<file path="config.mk">
export PLATFORM = sky130hd
export DESIGN_NAME = ac97_frame_tx_flat
export DESIGN_NICKNAME = d
export VERILOG_FILES = /design/src/rtl/ac97_frame_tx_if.sv /design/src/rtl/ac97_frame_tx.sv /design/src/flat_wrapper.sv
export SDC_FILE = /design/constraint.sdc
export NUM_CORES = 1
export LEC_CHECK = 0
export CAP_MARGIN = 10
export CORE_ASPECT_RATIO = 0.7
export CORE_MARGIN = 5
export CORE_UTILIZATION = 56
export DETAILED_ROUTE_END_ITERATION = 6
export PLACE_DENSITY = 0.8
export SYNTH_ARGS = -nofsm -noshare
export SYNTH_HDL_FRONTEND = slang
export SYNTH_SLANG_ARGS = --single-unit
</file>
<file path="constraint.sdc">
create_clock -name I_BITCLK -period 2.7 [get_ports I_BITCLK]
set_input_delay 0.54 -clock I_BITCLK [delete_from_list [all_inputs] [get_ports I_BITCLK]]
set_output_delay 0.54 -clock I_BITCLK [all_outputs]
set_load 0.005 [all_outputs]
</file>
<file path="src/rtl/ac97_frame_tx_if.sv">
// Sample and codec-command handshakes into the AC97 frame transmitter.
// master drives valid/data; slave (the transmitter) drives ready.
interface ac97_frame_tx_if;
    logic        I_SAMPLE_VALID;
    logic [19:0] I_LEFT;
    logic [19:0] I_RIGHT;
    logic        O_SAMPLE_READY;
    logic        I_CMD_VALID;
    logic [6:0]  I_CMD_ADDR;
    logic [15:0] I_CMD_DATA;
    logic        O_CMD_READY;

    modport master (
        output I_SAMPLE_VALID, I_LEFT, I_RIGHT,
        output I_CMD_VALID, I_CMD_ADDR, I_CMD_DATA,
        input  O_SAMPLE_READY, O_CMD_READY
    );

    modport slave (
        input  I_SAMPLE_VALID, I_LEFT, I_RIGHT,
        input  I_CMD_VALID, I_CMD_ADDR, I_CMD_DATA,
        output O_SAMPLE_READY, O_CMD_READY
    );
endinterface

</file>
<file path="src/rtl/ac97_frame_tx.sv">
// AC97 output-frame serializer: builds a 256-bit frame from one held PCM
// sample and one held register-write command, shifts it out on SDATA_OUT.
module ac97_frame_tx #(
    parameter int LEFT_SLOT  = 3,
    parameter int RIGHT_SLOT = 4
) (
    input  logic          I_BITCLK,
    input  logic          I_RESET_L,
    input  logic          I_ENABLE,
    ac97_frame_tx_if.slave bus,
    output logic          O_SYNC,
    output logic          O_SDATA_OUT,
    output logic          O_FRAME_START
);

    localparam int L_BASE = 16 + 20 * (LEFT_SLOT - 1);
    localparam int R_BASE = 16 + 20 * (RIGHT_SLOT - 1);
    localparam int C_BASE = 16;
    localparam int D_BASE = 36;

    logic [7:0]   bit_cnt;
    logic [7:0]   bit_nxt;
    logic         load;
    logic [255:0] frame;
    logic [255:0] frame_n;
    logic         sample_full;
    logic         cmd_full;
    logic [19:0]  left_q;
    logic [19:0]  right_q;
    logic [6:0]   addr_q;
    logic [15:0]  data_q;
    logic [19:0]  slot1_w;
    logic [19:0]  slot2_w;

    assign bit_nxt = bit_cnt + 8'd1;
    assign load    = (bit_cnt == 8'hFF);
    assign slot1_w = {1'b0, addr_q, 12'h000};
    assign slot2_w = {data_q, 4'h0};

    assign bus.O_SAMPLE_READY = ~sample_full;
    assign bus.O_CMD_READY    = ~cmd_full;

    // frame_n[k] is the bit sent at frame index k; slots go MSB first.
    always_comb begin
        frame_n = '0;
        if (sample_full) begin
            for (int j = 0; j < 20; j++) begin
                frame_n[L_BASE + j] = left_q[19 - j];
                frame_n[R_BASE + j] = right_q[19 - j];
            end
            frame_n[LEFT_SLOT]  = 1'b1;
            frame_n[RIGHT_SLOT] = 1'b1;
        end
        if (cmd_full) begin
            for (int j = 0; j < 20; j++) begin
                frame_n[C_BASE + j] = slot1_w[19 - j];
                frame_n[D_BASE + j] = slot2_w[19 - j];
            end
            frame_n[1] = 1'b1;
            frame_n[2] = 1'b1;
        end
        frame_n[0] = |frame_n[12:1];
    end

    always_ff @(posedge I_BITCLK or negedge I_RESET_L) begin
        if (!I_RESET_L) begin
            bit_cnt       <= 8'hFF;
            frame         <= '0;
            sample_full   <= 1'b0;
            cmd_full      <= 1'b0;
            left_q        <= '0;
            right_q       <= '0;
            addr_q        <= '0;
            data_q        <= '0;
            O_SYNC        <= 1'b0;
            O_SDATA_OUT   <= 1'b0;
            O_FRAME_START <= 1'b0;
        end else begin
            if (bus.I_SAMPLE_VALID && !sample_full) begin
                left_q      <= bus.I_LEFT;
                right_q     <= bus.I_RIGHT;
                sample_full <= 1'b1;
            end
            if (bus.I_CMD_VALID && !cmd_full) begin
                addr_q   <= bus.I_CMD_ADDR;
                data_q   <= bus.I_CMD_DATA;
                cmd_full <= 1'b1;
            end
            if (!I_ENABLE) begin
                bit_cnt       <= 8'hFF;
                O_SYNC        <= 1'b0;
                O_SDATA_OUT   <= 1'b0;
                O_FRAME_START <= 1'b0;
            end else begin
                bit_cnt       <= bit_nxt;
                O_SYNC        <= (bit_nxt < 8'd16);
                O_FRAME_START <= (bit_nxt == 8'd0);
                // A handshake on the load edge only sets a full flag that
                // was clear, so it lands in the following frame.
                if (load) begin
                    frame       <= frame_n;
                    O_SDATA_OUT <= frame_n[0];
                    if (sample_full) sample_full <= 1'b0;
                    if (cmd_full)    cmd_full    <= 1'b0;
                end else begin
                    O_SDATA_OUT <= frame[bit_nxt];
                end
            end
        end
    end

endmodule

</file>
<file path="src/flat_wrapper.sv">
// flat-port wrapper written by rule: the top's interface ports become plain ports
module ac97_frame_tx_flat 
#(
    parameter int LEFT_SLOT  = 3,
    parameter int RIGHT_SLOT = 4
)
  (I_BITCLK, I_RESET_L, I_ENABLE, O_SYNC, O_SDATA_OUT, O_FRAME_START, bus_I_SAMPLE_VALID, bus_I_LEFT, bus_I_RIGHT, bus_I_CMD_VALID, bus_I_CMD_ADDR, bus_I_CMD_DATA, bus_O_SAMPLE_READY, bus_O_CMD_READY);
  ac97_frame_tx_if bus_i ();
  input  logic I_BITCLK;
  input  logic I_RESET_L;
  input  logic I_ENABLE;
  output logic O_SYNC;
  output logic O_SDATA_OUT;
  output logic O_FRAME_START;
  input wire logic [$bits(bus_i.I_SAMPLE_VALID)-1:0] bus_I_SAMPLE_VALID;
  input wire logic [$bits(bus_i.I_LEFT)-1:0] bus_I_LEFT;
  input wire logic [$bits(bus_i.I_RIGHT)-1:0] bus_I_RIGHT;
  input wire logic [$bits(bus_i.I_CMD_VALID)-1:0] bus_I_CMD_VALID;
  input wire logic [$bits(bus_i.I_CMD_ADDR)-1:0] bus_I_CMD_ADDR;
  input wire logic [$bits(bus_i.I_CMD_DATA)-1:0] bus_I_CMD_DATA;
  output wire logic [$bits(bus_i.O_SAMPLE_READY)-1:0] bus_O_SAMPLE_READY;
  output wire logic [$bits(bus_i.O_CMD_READY)-1:0] bus_O_CMD_READY;
  assign bus_i.I_SAMPLE_VALID = bus_I_SAMPLE_VALID;
  assign bus_i.I_LEFT = bus_I_LEFT;
  assign bus_i.I_RIGHT = bus_I_RIGHT;
  assign bus_i.I_CMD_VALID = bus_I_CMD_VALID;
  assign bus_i.I_CMD_ADDR = bus_I_CMD_ADDR;
  assign bus_i.I_CMD_DATA = bus_I_CMD_DATA;
  assign bus_O_SAMPLE_READY = bus_i.O_SAMPLE_READY;
  assign bus_O_CMD_READY = bus_i.O_CMD_READY;
  ac97_frame_tx #(.LEFT_SLOT(LEFT_SLOT), .RIGHT_SLOT(RIGHT_SLOT)) u_core (.I_BITCLK(I_BITCLK), .I_RESET_L(I_RESET_L), .I_ENABLE(I_ENABLE), .bus(bus_i), .O_SYNC(O_SYNC), .O_SDATA_OUT(O_SDATA_OUT), .O_FRAME_START(O_FRAME_START));
endmodule
</file>
# Yosys cells after proc, flatten, opt, wreduce, memory -nomap -nowiden
# Index checks and enable logic that the tools add are counted.
# word_totals
ff_bits	161
latch_bits	0
ram_bits	0
mem_bits_ro	0
in_bits	68
output_inout_bits	5
word_cells	43
memories	0
# classes
add_sub_neg	1
mul	0
n_div	0
order_cmp	2
eq_ne	1
shift	0
mux	19
n_bitwise	2
reduce_logical	7
# ops
cell	n
40-bit 2-to-1 mux	1
36-bit 2-to-1 mux	1
1-bit 2-to-1 mux	13
8-bit by 9-bit < comparator with 1-bit output (second input constant)	1
8-bit by 1-bit adder with 8-bit output (second input constant)	1
1-bit binary-select mux with 8-bit select	1
8-bit equality test (second input constant)	1
8-bit logical NOT	1
8-bit by 5-bit < comparator with 1-bit output (second input constant)	1
8-bit 2-to-1 mux	1
2-bit 2-to-1 mux	2
4-bit OR reduction	1
1-bit logical AND	2
1-bit logical NOT	2
1-bit NOT	2
2-bit AND reduction	1

# Longest topological paths before layout
# depth
ltp_word	6
mapped_depth	9
mapped_depth_nobuf	8

# Worst setup path after synthesis
# Ideal clock, no wire load.
# synth_path
path_kind	flip-flop to flip-flop
start	reg u_core.bit_cnt[1]
end	reg u_core.O_SDATA_OUT
setup_time_ps	96
t_arrival_ps	2037
required_ps	2604
slack_ps	568
stages_incl_launch_ff	10
n_path_buf	1
synth_period_minus_slack_ps	2132
path_cell_list	dfstp_2 ha_1 buf_4 nand3_1 xnor2_4 nor3_1 nor3_2 nor2_1 a211oi_2 o32ai_2
# synth_between
elab_chain_cells	5
word_cells_on_any_way	6
cone_classes	add/sub: 1; eq/ne: 1; mux: 4
# synth_rtl
element	line	source
start, declared	ac97_frame_tx.sv:21	logic [7:0] bit_cnt;
start signal, assigned	ac97_frame_tx.sv:95	bit_cnt <= bit_nxt;
8-bit by 1-bit adder with 8-bit output	ac97_frame_tx.sv:35	assign bit_nxt = bit_cnt + 8'd1;
1-bit binary-select mux with 8-bit select	ac97_frame_tx.sv:106	O_SDATA_OUT <= frame[bit_nxt];
1-bit 2-to-1 mux (implied by the code)	ac97_frame_tx.sv:106	
1-bit 2-to-1 mux (*)	ac97_frame_tx.sv:100	if (load) begin
1-bit 2-to-1 mux (*)	ac97_frame_tx.sv:89	if (!I_ENABLE) begin
end signal, assigned	ac97_frame_tx.sv:102	O_SDATA_OUT <= frame_n[0];
end signal, assigned	ac97_frame_tx.sv:106	
end, declared	ac97_frame_tx.sv:12	output logic O_SDATA_OUT,
# Every way passes the cells marked *; elsewhere a longest branch is shown, timed or not. The select of a mux whose other input is x is not followed.
# A chain may end at the register's enable or synchronous reset.

# Worst setup path in the final report
# Ends and elaborated chain as after synthesis.

==> qor.csv <==
metric,value,unit
yosysMostFrequentCell,nand2_1,
vdd_drop_max,0.000542,V
synth_cell_types,46,
drt_iter0_drc,321,
yosys_register_bits,142,
grt_pass1_vias,4515,
worstSetupEndpointType,flop,
relSlewSlack,62.0,%
synth_top_family_by_area,multiplexers,
clock.fmax,389,MHz
via_per_inst,5.50,
die_area,0.0135,mm^2
hold_violations,0,
n_antenna_cell,0,
worstPathCellList,ha_1 > buf_4 > nand3_1 > xnor2_4 > nor2_1 > nor4b_2 > a211oi_2 > o32ai_2,
muxShareOfSynthArea,18.2,%
cp_data_arrival_time,2.89,ns
ant_nets,0,
path_clk_slew,0.06,ns
chipHeight,98.6,um
synthAdderAreaFrac,0.199,%
cts_hold_buf,0,
wl,12900,um
firstDrtPassIters,5,
cts-buffers-inserted,17,
period_share,95.3,%
synth_enable_flop_cells,0,
avgSynthCellArea,11.6,um^2
slew_violations,0,
status,"complete, no violations",
num-nets-final,679,
grt_max_degree,86,
ys_top_cells_by_count,"139 x nand2_1, 134 x dfrtp_1, 66 x o21ai_0",
coreArea,0.0110,mm^2
required,3.01,ns
slowest_stage,dfstp_2,
fin_ws,0.127,ns
synth_xor_xnor_area_share,1.67,%
synth-simple-area-share,12.4,%
placementRows,32,
crit_type,reg -> reg,
via_count,4265,
cts_buffer_depth,2,
max_stage_delay,0.57,ns
fin_cells,776,
cts_setup_buffers,0,
synth.cell_area,0.00628,mm^2
setup_tns,0,ns
cap_violations,0,
critPathTopFamily,simple AND/OR/NAND/NOR gates,
synthCells,543,
critPathLaunch,u_core.bit_cnt[1],
whs,0.0942,ns
syn-num-nets,612,
worstMarginPinSlew,0.570,ns
h-tree-depth,4,
path_buf_inv,1,
utilization,70.8,%
p_leak,3.50,nW
hold_path_class,in -> async,
io-pin-count,73,
wl_per_cell,16.7,um
start_util,57.2,%
portBuffers,72,
finalWorstPathRequiredPeriod,2.57,ns
setup_viol_count_final,0,
ys_async_sr_fraction,100,%
die_w,137,um
synth_ff_type,dfrtp_1,
synth_compound_area_share,7.37,%
ys_seq_area_share,56.8,%
grt_pass1_wl,22400,um
cts_root_buf,clkbuf_16,
antenna_found_initial,0,
powerDensity,1070,mW/mm^2
timing.rr.start,u_core.bit_cnt[1],
gp_congestion,0.860,
yosysTopAreaCell,dfrtp_1,
gr-total-overflow,0,
clk_latency,0.41,ns
cts_resized,0,
syn2layout_area_growth,23.7,%
cts_tree,done,
skew,0.0102,ns
drive_gt1_share,22.5,%
drc,0,
yosys-top-cells-area,"dfrtp_1 53%, mux2_2 11%, nand2_1 8.3%",
hpwl,8700,um
post-place-ws,0.185,ns
critPathMaxFanout,9,
cp-start-kind,flop,
yosysTopAreaCellShare,53.4,%
placedCellCount,744,
track_usage,21.0,%
ys_warn_count,0,
rsz0062_at_grt,false,
clock-sinks,142,
## area by class of cell
type,count,area (um^2)
Sequential cell,142,3560
Fill cell,765,3210
Multi-Input combinational cell,359,2520
Timing Repair Buffer,87,872
Clock buffer,20,447
Tap cell,153,191
Clock inverter,12,159
Inverter,3,11.3
## stage by stage
stage	instance area [um^2]	total power [mW]
after global routing	7760	8.86
after global placement	7160	5.80
after detailed placement	7160	5.96
after CTS	7760	8.38
final	7760	8.32
after floorplan	6280	5.21
## sequential cells by signal, summed over array words and instances (netlist names)
| register | cells |
|---|---|
| u_core.frame | 66 |
| u_core.left_q | 20 |
| u_core.right_q | 20 |
| u_core.data_q | 16 |
| u_core.bit_cnt | 8 |
| u_core.addr_q | 7 |
| u_core.O_FRAME_START | 1 |
| u_core.O_SDATA_OUT | 1 |
| u_core.O_SYNC | 1 |
| u_core.cmd_full | 1 |
| u_core.sample_full | 1 |
## cells in the final DEF (no fill, tap or decap), types with 2 or more instances in the layout
cell type | netlist | routed
mux4_2 | 8 | 8
inv_6 | 0 | 2
mux4_1 | 7 | 7
nor3_1 | 2 | 2
and2_1 | 2 | 2
nand3_1 | 7 | 7
a31oi_1 | 3 | 3
clkinv_2 | 0 | 2
bufinv_16 | 0 | 3
clkinv_4 | 0 | 3
mux2i_1 | 6 | 6
xor2_1 | 2 | 2
dfrtp_1 | 134 | 134
buf_4 | 1 | 12
clkbuf_1 | 24 | 2
inv_1 | 3 | 3
o21ai_1 | 3 | 3
clkinvlp_4 | 0 | 2
o21ai_0 | 66 | 66
clkbuf_16 | 0 | 17
nor4b_2 | 2 | 2
buf_12 | 1 | 3
a21oi_1 | 3 | 3
clkdlybuf4s50_1 | 0 | 71
a211oi_1 | 2 | 2
dfstp_2 | 8 | 8
mux2_2 | 63 | 63
nor2_1 | 17 | 17
nand2_1 | 139 | 138
nand4_1 | 3 | 3
a221oi_1 | 2 | 2
## worst register-to-register path, delay by kind of cell (launching register included)
family / cells / cell delay [ns]
flops: 1 / 0.57
simple gates: 3 / 0.60
xor+xnor: 1 / 0.26
fa+ha+maj: 1 / 0.46
buf+inv: 1 / 0.23
compound gates: 2 / 0.36
## logic make-up (layout without fill, tap and decap cells)
| kind of cell | Yosys count | after routing |
|---|---|---|
| simple gates | 183 | 183 |
| flops | 142 | 142 |
| mux | 85 | 85 |
| compound gates | 84 | 84 |
| buf+inv | 42 | 122 |
| xor+xnor | 6 | 6 |
| fa+ha+maj | 1 | 1 |
## power by group
group	internal, mW	switching [mW]	total (mW)
Sequential	3.09	0.543	3.63
Clock	1.48	0.897	2.38
Combinational	1.20	1.11	2.31
## per-layer routing
layer | share of wire, % | track usage (%) | up-vias
met5 | 0 | 0 | -
met4 | 1.9 | 7.98 | 0
met3 | 4.9 | 4.90 | 20
met2 | 48 | 32.3 | 124
met1 | 45 | 29.3 | 2116
li1 | - | - | 2005
## worst paths after layout
path | end | slack [ns] | depth (start not counted)
setup / recovery | u_core.O_SDATA_OUT | 0.13 | 8
hold reg to reg | u_core.frame[59] | 0.48 | 2
min in group I_BITCLK | u_core.frame[59] | 0.48 | 2
hold / removal | u_core.frame[49] | 0.09 | 1
max in group asynchronous | u_core.bit_cnt[1] | 1.75 | 2
setup reg to reg | u_core.O_SDATA_OUT | 0.13 | 8
Power figures use the tool's default switching activity.
